[src/rtl/card_table_pkg.sv]
// Shared constants, field slices and FSM encoding for the card table.
package card_table_pkg;

  localparam int AW    = 4;
  localparam int DEPTH = 2 ** AW;
  localparam int DW    = 14;

  localparam int STATE_MSB = 13;
  localparam int STATE_LSB = 12;
  localparam int COLOR_MSB = 11;
  localparam int COLOR_LSB = 0;

  localparam logic [1:0] CARD_HIDDEN   = 2'b00;
  localparam logic [1:0] CARD_FACEUP   = 2'b01;
  localparam logic [1:0] CARD_MATCHED  = 2'b10;
  localparam logic [1:0] CARD_RESERVED = 2'b11;

  typedef logic [DW-1:0] entry_t;
  typedef logic [AW-1:0] addr_t;
  typedef logic [AW:0]   count_t;

  localparam addr_t  ADDR_ONE   = addr_t'(1);
  localparam addr_t  ADDR_LAST  = addr_t'(DEPTH - 1);
  localparam count_t COUNT_ONE  = count_t'(1);
  localparam count_t COUNT_FULL = count_t'(DEPTH);

  typedef enum logic [1:0] {
    ST_CLEARING = 2'b00,
    ST_LOADING  = 2'b01,
    ST_READY    = 2'b10
  } fsm_state_e;

  // A game-logic state write overrides the state bits of a same-cycle colour write.
  function automatic entry_t merge_entry(input entry_t cur, input logic wr_hit,
                                         input entry_t wr_data, input logic st_hit,
                                         input logic [1:0] st_value);
    entry_t nxt;
    if (wr_hit) nxt = wr_data;
    else        nxt = cur;
    if (st_hit) nxt[STATE_MSB:STATE_LSB] = st_value;
    return nxt;
  endfunction

endpackage

[src/rtl/card_table_if.sv]
// Bus bundle between the colour/game/drawing stages (master) and the card table (slave).
interface card_table_if;
  import card_table_pkg::*;

  logic       clear;
  logic       wr_en;
  addr_t      wr_address;
  entry_t     wr_data;
  logic       wr_done;
  logic       st_we;
  addr_t      st_address;
  logic [1:0] st_value;
  addr_t      rd_address;
  entry_t     rd_data;
  logic       busy;
  logic       ready;
  count_t     write_count;
  logic       overflow;

  modport master (
    output clear, wr_en, wr_address, wr_data, wr_done,
    output st_we, st_address, st_value, rd_address,
    input  rd_data, busy, ready, write_count, overflow
  );

  modport slave (
    input  clear, wr_en, wr_address, wr_data, wr_done,
    input  st_we, st_address, st_value, rd_address,
    output rd_data, busy, ready, write_count, overflow
  );

endinterface

[src/rtl/card_table.sv]
// Card colour/state table: sweeps itself clear, accepts a load, then serves
// registered reads to the drawing stage while game logic edits state fields.
module card_table
  import card_table_pkg::*;
(
  input  logic        clk,
  input  logic        rst,
  card_table_if.slave bus
);

  fsm_state_e state_q, state_d;
  addr_t      ptr_q, ptr_d;
  count_t     count_q, count_d;
  logic       overflow_q, overflow_d;
  entry_t     rd_data_q;
  logic       wr_accept_s;
  logic       st_accept_s;
  logic       sweep_s;

  logic [DW-1:0] mem [0:DEPTH-1];

  assign sweep_s = (state_q == ST_CLEARING);

  // Next-state and counter logic; a clear still lets same-cycle writes land.
  always_comb begin
    state_d     = state_q;
    ptr_d       = ptr_q;
    count_d     = count_q;
    overflow_d  = overflow_q;
    wr_accept_s = 1'b0;
    st_accept_s = 1'b0;
    case (state_q)
      ST_CLEARING: begin
        ptr_d = ptr_q + ADDR_ONE;
        if (ptr_q == ADDR_LAST) state_d = ST_LOADING;
        else                    state_d = ST_CLEARING;
      end
      ST_LOADING: begin
        wr_accept_s = bus.wr_en;
        st_accept_s = bus.st_we;
        if (bus.clear) begin
          state_d    = ST_CLEARING;
          ptr_d      = '0;
          count_d    = '0;
          overflow_d = 1'b0;
        end else begin
          if (bus.wr_en) begin
            if (count_q == COUNT_FULL) overflow_d = 1'b1;
            else                       count_d    = count_q + COUNT_ONE;
          end else begin
            count_d = count_q;
          end
          if (bus.wr_done) state_d = ST_READY;
          else             state_d = ST_LOADING;
        end
      end
      ST_READY: begin
        st_accept_s = bus.st_we;
        if (bus.clear) begin
          state_d    = ST_CLEARING;
          ptr_d      = '0;
          count_d    = '0;
          overflow_d = 1'b0;
        end else if (bus.wr_en && (count_q == COUNT_FULL)) begin
          overflow_d = 1'b1;
        end else begin
          overflow_d = overflow_q;
        end
      end
      default: begin
        state_d = ST_CLEARING;
        ptr_d   = '0;
      end
    endcase
  end

  // FSM, counters and the registered read port.
  always_ff @(posedge clk) begin
    if (rst) begin
      state_q    <= ST_CLEARING;
      ptr_q      <= '0;
      count_q    <= '0;
      overflow_q <= 1'b0;
      rd_data_q  <= '0;
    end else begin
      state_q    <= state_d;
      ptr_q      <= ptr_d;
      count_q    <= count_d;
      overflow_q <= overflow_d;
      rd_data_q  <= mem[bus.rd_address];
    end
  end

  // Entry storage: the sweep owns the table while clearing, the write ports otherwise.
  always_ff @(posedge clk) begin
    for (int i = 0; i < DEPTH; i++) begin
      if (sweep_s && (ptr_q == addr_t'(i))) begin
        mem[i] <= '0;
      end else begin
        mem[i] <= merge_entry(mem[i],
                              wr_accept_s && (bus.wr_address == addr_t'(i)), bus.wr_data,
                              st_accept_s && (bus.st_address == addr_t'(i)), bus.st_value);
      end
    end
  end

  assign bus.rd_data     = rd_data_q;
  assign bus.busy        = (state_q == ST_CLEARING);
  assign bus.ready       = (state_q == ST_READY);
  assign bus.write_count = count_q;
  assign bus.overflow    = overflow_q;

endmodule
[src/flat_wrapper.sv]
// flat-port wrapper written by rule: the top's interface ports become plain ports
module card_table_flat import card_table_pkg::*;
  (clk, rst, bus_clear, bus_wr_en, bus_wr_address, bus_wr_data, bus_wr_done, bus_st_we, bus_st_address, bus_st_value, bus_rd_address, bus_rd_data, bus_busy, bus_ready, bus_write_count, bus_overflow);
  card_table_if bus_i ();
  input  logic clk;
  input  logic rst;
  input wire logic [$bits(bus_i.clear)-1:0] bus_clear;
  input wire logic [$bits(bus_i.wr_en)-1:0] bus_wr_en;
  input wire logic [$bits(bus_i.wr_address)-1:0] bus_wr_address;
  input wire logic [$bits(bus_i.wr_data)-1:0] bus_wr_data;
  input wire logic [$bits(bus_i.wr_done)-1:0] bus_wr_done;
  input wire logic [$bits(bus_i.st_we)-1:0] bus_st_we;
  input wire logic [$bits(bus_i.st_address)-1:0] bus_st_address;
  input wire logic [$bits(bus_i.st_value)-1:0] bus_st_value;
  input wire logic [$bits(bus_i.rd_address)-1:0] bus_rd_address;
  output wire logic [$bits(bus_i.rd_data)-1:0] bus_rd_data;
  output wire logic [$bits(bus_i.busy)-1:0] bus_busy;
  output wire logic [$bits(bus_i.ready)-1:0] bus_ready;
  output wire logic [$bits(bus_i.write_count)-1:0] bus_write_count;
  output wire logic [$bits(bus_i.overflow)-1:0] bus_overflow;
  assign bus_i.clear = bus_clear;
  assign bus_i.wr_en = bus_wr_en;
  assign bus_i.wr_address = bus_wr_address;
  assign bus_i.wr_data = bus_wr_data;
  assign bus_i.wr_done = bus_wr_done;
  assign bus_i.st_we = bus_st_we;
  assign bus_i.st_address = bus_st_address;
  assign bus_i.st_value = bus_st_value;
  assign bus_i.rd_address = bus_rd_address;
  assign bus_rd_data = bus_i.rd_data;
  assign bus_busy = bus_i.busy;
  assign bus_ready = bus_i.ready;
  assign bus_write_count = bus_i.write_count;
  assign bus_overflow = bus_i.overflow;
  card_table u_core (.clk(clk), .rst(rst), .bus(bus_i));
endmodule
[config.mk]
export PLATFORM = sky130hd
export DESIGN_NAME = card_table_flat
export DESIGN_NICKNAME = d
export VERILOG_FILES = /design/src/rtl/card_table_pkg.sv /design/src/rtl/card_table_if.sv /design/src/rtl/card_table.sv /design/src/flat_wrapper.sv
export SDC_FILE = /design/constraint.sdc
export NUM_CORES = 1
export LEC_CHECK = 0
export BUFFER_PORTS_ARGS = -buffer_cell sky130_fd_sc_hd__buf_2
export CAP_MARGIN = 5
export CORE_UTILIZATION = 56
export DETAILED_ROUTE_END_ITERATION = 6
export PLACE_DENSITY = 0.76
export SYNTH_ARGS = -nofsm -noshare
export SYNTH_HDL_FRONTEND = slang
export SYNTH_SLANG_ARGS = --single-unit
[constraint.sdc]
create_clock -name clk -period 2.1 [get_ports clk]
set_clock_uncertainty 0.15 [all_clocks]
set_input_delay 0.21 -clock clk [delete_from_list [all_inputs] [get_ports clk]]
set_output_delay 0.21 -clock clk [all_outputs]
set_load 0.05 [all_outputs]
==> results of run 1 <==
[critical path: stages (launching register included)]
cell,delay [ns]
dfxtp_1,0.38
inv_1,0.12
ha_1,0.24
buf_4,0.16
nor2_1,0.12
a21oi_1,0.06
nor3_1,0.17
dlygate4sd3_1,0.57
[what timing repair did]
action                                  4_1_cts  5_1_grt
cloned                                        1        1
hold endpoints to repair                     16        0
hold buffers                                  6        0
resized for setup                            15       22
pin swaps                                     0        8
buffers inserted                              1       10
endpoints found under the setup margin      116      299
[layout by cell type (no fill, tap or decap), types with 26 or more instances in the layout]
cell,n
and2_1,193
nand2_1,75
edfxtp_1,224
nand3_1,49
a22oi_1,33
clkbuf_16,27
a21oi_1,47
buf_4,62
mux2i_1,76
dfxtp_1,26
buf_2,54
nor2_1,53
[synthesized netlist by cell type (14+ instances only)]
| master | n | share of area (%) |
|---|---|---|
| clkbuf_1 | 28 | 0.85 |
| nand2b_1 | 17 | 0.86 |
| buf_4 | 14 | 0.85 |
| mux2i_1 | 76 | 6.2 |
| and2_1 | 193 | 9.8 |
| nand3_1 | 49 | 2.0 |
| dfxtp_1 | 26 | 4.2 |
| a22oi_1 | 33 | 2.0 |
| mux4_2 | 18 | 3.3 |
| buf_2 | 20 | 0.81 |
| edfxtp_1 | 224 | 54 |
| nand2_1 | 77 | 2.3 |
| a21oi_1 | 47 | 1.9 |
| nor3_1 | 14 | 0.57 |
| nor2_1 | 56 | 1.7 |
[per-stage QoR]
step,worst slack [ns],util [%],hold WS [ns],power [mW]
after global routing,-0.0451,67.9,0.0535,11.7
final,0.0642,67.9,0.0506,11.4
after detailed placement,-0.123,61.8,0.324,6.45
after CTS,-0.0647,66.8,0.0346,11.4
after floorplan,-0.0167,-,0.139,6.13
after global placement,-0.0874,61.8,0.314,6.43
[where the power goes]
| group | internal, mW | switching (mW) | total [mW] |
|---|---|---|---|
| sequential | 5.48 | 0.0343 | 5.51 |
| combinational | 0.299 | 0.591 | 0.889 |
| clock | 3.04 | 1.93 | 4.96 |
| total | 8.81 | 2.55 | 11.4 |
[kinds of logic after synthesis]
group / after synthesis / synth area share, %
adder cells (fa/ha/maj): 9 / 0.911
buffers and inverters: 86 / 3.65
flip-flops: 250 / 58.6
multiplexers: 94 / 9.43
XOR/XNOR: 1 / 0.0708
AO/OA/AOI/OAI: 120 / 6.11
AND/OR/NAND/NOR: 460 / 21.2
[worst paths after layout]
kind	startpoint	to	slack [ns]	depth (start not counted)
worst max-delay path	u_core.state_q[0]	u_core.state_q[1]	0.06	7
worst min-delay path	bus_wr_en	u_core.bus.write_count[1]	0.05	5
worst max register to register	u_core.state_q[0]	u_core.state_q[1]	0.06	7
worst min register to register	u_core.bus.overflow	u_core.bus.overflow	0.34	2
[routing by layer]
layer / global-route usage (%) / wire length, um / vias up
li1: - / - / 3900
met1: 37.9 / 12500 / 4199
met2: 47.5 / 15500 / 356
met3: 3.70 / 2160 / 71
met4: 10.1 / 918 / 0
met5: 0 / 0 / -
[layout make-up]
class	count	area (um^2)	share of cell area (%)
clock buffer	37	763	5.17
clock inverter	13	176	1.20
inverter	10	37.5	0.254
multi-input combinational	685	4950	33.5
sequential	250	7250	49.1
tap	280	350	2.37
timing repair buffer	146	1240	8.37
[sequential cells by signal, summed over array words and instances (netlist names)]
| signal | count |
|---|---|
| u_core.bus.overflow | 1 |
| u_core.ptr_q | 4 |
| u_core.bus.rd_data | 14 |
| u_core.state_q | 2 |
| u_core.bus.write_count | 5 |
| u_core.mem | 224 |
==> impl_results.md, run 1 <==
- Run status: finished clean
- TritonCTS clock tree: yes
- Final clock period utilization by the worst path: 96.9%
- PwrDens: about 770 nW/um^2
- Initial core utilization: a little under three fifths
- Diode count: 0
- Half-perimeter wire length of the detailed placement result: roughly 21 mm
- Number of clock sinks: 250
- Initial DRC Count: between 800 and 900
- Relative slew margins: between 60 and 70%
- Worst-case clock buffer depth: 3
- Core region area: about 22000 um^2
- Post-placement cell area: 13500 um^2
- Cell count after synthesis: 1020
- Total clock buffers created by CTS: 27
- Data arrival time of the worst path: between 2 and 2.5 ns
- Placed cell count: 1352
- CP Data Required Time: ~2.4 ns
- I/O Buffers: 55
- Global router's overall resource usage: 28.3%
- Number of nets in the finished design: 1163
- Net count after synthesis: around 1100
- Filler-free cell count of the finished design: roughly 1400
- Total gr overflow: 0
- Max-cap check violation count: 0
- H-tree Lvls: 1
- Hold crit path type: input pin to flip-flop
- Total number of yosys warnings: 0
- RSZ-0062 raised after global routing: true
- Die footprint: 22700 um^2
- Share of cells above drive strength 1: a little under a quarter
- Critical Path Source Type: flip-flop
- Predominant post-synthesis flop cell: edfxtp_1
- Count of different cell masters after synthesis: 49
- Minimum period implied by the final worst setup slack: between 2 and 2.5 ns
- Die Span Y: between 150 and 200 um
- Cell area after synthesis: roughly 12000 um^2
- Non-Filler Cell Area, Final: approximately 15000 um^2
- Drt total wl: 31.0 mm
- Transition at the pin with the smallest max-transition slack: between 0.5 and 0.6 ns
- Gp weighted congestion: 0.918
- VDD IR max: between 0.6 and 0.7 mV
- Count of final setup violators: 0
- Pin count of the biggest net entering global routing: 24
- Mean post-synth cell area: approximately 12 um^2
- Filler Cell Count: around 1500
- Final-report max-slew violation count: 0
- Number of antenna-violating nets in the routed design: 0
- Clk_lat worst skew: 0.54 ns
- Type of the worst setup path: flip-flop to flip-flop
- Post-synth ARST share: 0%
- Via Count: 8526
- Global-route wire length before repair: 47.7 mm
- Initial antenna violation count: 0
- Number of enable flip-flop cells after synthesis: about 220
- Horizontal die dimension: between 150 and 200 um
- Clock transition time at the flip-flop clock pins of the worst setup and hold paths: approximately 0.06 ns
- Layout Area Growth over Synthesis: 19.4%
- Maximum fanout count along the critical path: 6
- Seq/Total Area, Yosys: 58.6%
- Nature of the critical path endpoint: flip-flop
- Average detailed-routed wire length per instance: 21.8 um
- Leakage component of the power: ~5.5 nW
- Fmax: 491 MHz
- Hold Violations, Final: 0
- First-pass detailed-route iteration total: 6
- Number of ports placed on the die boundary: between 50 and 60
- Seq cells post-synth: 250
- Ratio of routed vias to standard cells: approximately 6
- Via count of the first global-routing pass: roughly 8500
- Summed negative setup slack over all endpoints: 0 ns
- Std-Cell Rows: 54
- Number of DRC violations after detailed routing: 0
- CTS root buf: clkbuf_16
No activity file was read; power rests on OpenSTA's default activity.
==> run 2: changes to the inputs <==
--- a/config.mk
+++ b/config.mk
@@ -7,9 +7,10 @@
 export LEC_CHECK = 0
 export BUFFER_PORTS_ARGS = -buffer_cell sky130_fd_sc_hd__buf_2
 export CAP_MARGIN = 5
-export CORE_UTILIZATION = 56
+export CORE_UTILIZATION = 60
 export DETAILED_ROUTE_END_ITERATION = 6
-export PLACE_DENSITY = 0.76
+export HOLD_SLACK_MARGIN = 0.06
+export PLACE_DENSITY = 0.78
 export SYNTH_ARGS = -nofsm -noshare
 export SYNTH_HDL_FRONTEND = slang
 export SYNTH_SLANG_ARGS = --single-unit
==> constraint.sdc (replaced) <==
create_clock -name clk -period 2.2 [get_ports clk]
set_clock_uncertainty 0.15 [all_clocks]
set_input_delay 0.22 -clock clk [delete_from_list [all_inputs] [get_ports clk]]
set_output_delay 0.22 -clock clk [all_outputs]
set_load 0.05 [all_outputs]
==> impl_results.md, run 2 (same netlist as run 1, synthesis figures left out) <==
- Run status: finished clean (unchanged)
- Hold crit path type: input pin to flip-flop (unchanged)
- Final clock period utilization by the worst path: 97.4% (was 96.9%)
- Clock power share: 43.2% (was 43.7%)
- Switching power: 2.41 mW (was 2.55 mW)
- Critical Path Max Stage Delay: 0.37 ns (was 0.57 ns)
- Average detailed-routed wire length per instance: 22.3 um (was 21.8 um)
- Depth of the worst hold-timing path: 2 (was 5)
- Final-report max-slew violation count: 0 (unchanged)
- Worst R2R Setup Slack: 0.06 ns (about the same)
- Minimum period implied by the final worst setup slack: 2.14 ns (was 2.04 ns)
- Share of total power consumed by net switching: 22.5% (about the same)
- Hold Startpoint: bus_wr_data[7] (was bus_wr_en)
- Top reg by flops: u_core.mem (unchanged)
- Worst flop-to-flop path startpoint: u_core.state_q[0] (unchanged)
- Reg2Reg Capture Point: u_core.mem[4][1] (was u_core.state_q[1])
- Worst-case clock buffer depth: 3 (unchanged)
- Leakage component of the power: 5.43 nW (was 5.52 nW)
- Via Count: 8511 (was 8526)
- Category of cells accounting for the largest share of critical-path delay: simple AND/OR/NAND/NOR gates (was buffers and inverters)
- I/O Buffers: 55 (unchanged)
- Horizontal die dimension: 146 um (was 151 um)
- Share of cells above drive strength 1: 20.7% (was 22.5%)
- Half-perimeter wire length of the detailed placement result: 20.7 mm (was 20.9 mm)
- Std-Cell Rows: 52 (was 54)
- Final cell utilization of the core: 71.7% (was 67.9%)
- Commonest non-fill, non-tap cells in the layout: 224 x edfxtp_1, 193 x and2_1, 76 x mux2i_1, 75 x nand2_1 (was 224 x edfxtp_1, 193 x and2_1, 76 x mux2i_1, 75 x nand2_1, 62 x buf_4)
- Die footprint: 21200 um^2 (was 22700 um^2)
- TritonCTS clock tree: yes (unchanged)
- Seq pwr share: 49.0% (was 48.5%)
- Core region area: 20200 um^2 (was 21800 um^2)
- Critical Path Slowest Stage Cell: nor2_1 (was dlygate4sd3_1)
- Gp weighted congestion: 0.856 (was 0.918)
- Die Span Y: 146 um (was 151 um)
- Drt total wl: 31.1 mm (was 31.0 mm)
- Total clock buffers created by CTS: 26 (was 27)
- Max-cap check violation count: 0 (unchanged)
- Layout Area Growth over Synthesis: 17.3% (was 19.4%)
- Number of flip-flops under the largest register name: 224 (unchanged)
- Total gr overflow: 0 (unchanged)
- Non-Filler Cell Area, Final: 14500 um^2 (was 14800 um^2)
- VDD IR max: 0.490 mV (was 0.649 mV)
- Count of final setup violators: 0 (unchanged)
- Global router's overall resource usage: 29.2% (was 28.3%)
- Fmax: 467 MHz (was 491 MHz)
- Depth of the worst register-to-register path: 7 (unchanged)
- Ratio of routed vias to standard cells: 6.10 (was 6.00)
- Post-placement cell area: 13200 um^2 (was 13500 um^2)
- Hold worst-path end: u_core.mem[13][7] (was u_core.bus.write_count[1])
- Number of ports placed on the die boundary: 56 (unchanged)
- Worst setup startpoint: u_core.state_q[0] (unchanged)
- Internal power consumption: 8.33 mW (was 8.81 mW)
- Number of antenna-violating nets in the routed design: 0 (unchanged)
- Gate power share: 7.8% (about the same)
- Type of the worst setup path: flip-flop to flip-flop (unchanged)
- Relative slew margins: 44.9% (was 63.2%)
- Clk_lat worst skew: 0.53 ns (was 0.54 ns)
- Global-route wire length before repair: 47.0 mm (was 47.7 mm)
- Number of buffers and inverters on the critical path: 2 (was 3)
- Clock transition time at the flip-flop clock pins of the worst setup and hold paths: 0.06 ns (about the same)
- Data arrival time of the worst path: 2.27 ns (was 2.37 ns)
- PwrDens: 740 nW/um^2 (was 770 nW/um^2)
- Via count of the first global-routing pass: 8346 (was 8452)
- Transition at the pin with the smallest max-transition slack: 0.827 ns (was 0.551 ns)
- Number of nets in the finished design: 1149 (was 1163)
- CTS root buf: clkbuf_16 (unchanged)
- Hold Violations, Final: 0 (unchanged)
- First-pass detailed-route iteration total: 5 (was 6)
- Maximum fanout count along the critical path: 12 (was 6)
- RSZ-0062 raised after global routing: true (unchanged)
- Crit-path cells: inv_1 -> ha_4 -> nand2_1 -> nor2_1 -> nor3_4 -> buf_12 -> and2_1 (was inv_1 -> ha_1 -> buf_4 -> nor2_1 -> a21oi_1 -> nor3_1 -> dlygate4sd3_1)
- Diode count: 0 (unchanged)
- Initial core utilization: 61.1% (was 56.8%)
- Nature of the critical path endpoint: flip-flop (unchanged)
- Number of clock sinks: 250 (unchanged)
- Initial DRC Count: 782 (was 856)
- Pin count of the biggest net entering global routing: 20 (was 24)
- Most common library cell in the layout ignoring fill and taps: edfxtp_1 (unchanged)
- Initial antenna violation count: 0 (unchanged)
- Critical Path Source Type: flip-flop (unchanged)
- Number of DRC violations after detailed routing: 0 (unchanged)
- H-tree Lvls: 1 (unchanged)
- CP Data Required Time: 2.33 ns (was 2.43 ns)
- Summed negative setup slack over all endpoints: 0 ns (unchanged)
## run 2: worst max-delay path by stage
stage	endpoint	slack [ns]	depth (start not counted)
floorplan	u_core.mem[15][12]	0.07	6
global placement	u_core.mem[1][3]	-0.02	8
detailed placement	u_core.mem[1][0]	-0.12	8
CTS	u_core.mem[0][4]	-0.1	7
global route	u_core.mem[0][13]	-0.04	9
finish	u_core.mem[4][1]	0.06	7
## run 2: metrics by stage
stage	setup WS, ns	std cells	hold slack (ns)	power (mW)
after floorplan	0.0684	1020	0.149	5.85
after global placement	-0.0187	1329	0.298	6.12
after detailed placement	-0.117	1329	0.356	6.13
after CTS	-0.0990	1385	0.0647	10.7
after global routing	-0.0419	1396	0.0823	11.0
final	0.0582	1396	0.0771	10.7
## run 2: layer usage
layer  up-vias  share of wire (%)  global-route usage (%)
met2       379                 49                    49.6
li1       3873                  -                       -
met3        65                7.0                    4.29
met5         -                  0                       0
met4         0                3.1                    10.5
met1      4194                 41                    38.6
## run 2: final cells by class
| class | count | area [um^2] |
|---|---|---|
| inverters | 10 | 37.5 |
| multi-input cells | 686 | 4930 |
| clock buffers | 31 | 691 |
| repair buffers | 132 | 1050 |
| clock inverters | 17 | 210 |
| well taps | 270 | 338 |
| flip-flops and latches | 250 | 7250 |
| fillers | 1340 | 5730 |
## run 2: worst register-to-register path, cell delays in order, from the launching register on
cell and delay [ns]:
dfxtp_1 0.34, inv_1 0.15, ha_4 0.23, nand2_1 0.24
nor2_1 0.37, nor3_4 0.09, buf_12 0.16, and2_1 0.16
## run 2: timing repair
action / CTS / global route
resized for setup: 9 / 22
cloned: 0 / 3
hold endpoints to repair: 33 / 0
pin swaps: 0 / 3
hold buffers: 8 / 0
setup endpoints to repair: 118 / 146
buffers inserted: 0 / 8
## run 2: power groups by stage
| stage | clock network [mW] | logic [mW] | registers [mW] |
|---|---|---|---|
| final | 4.63 | 0.840 | 5.26 |
| after global routing | 4.82 | 0.882 | 5.27 |
| after CTS | 4.64 | 0.791 | 5.26 |
| after detailed placement | 0 | 0.770 | 5.36 |
| after global placement | 0 | 0.760 | 5.36 |
| after floorplan | 0 | 0.414 | 5.43 |
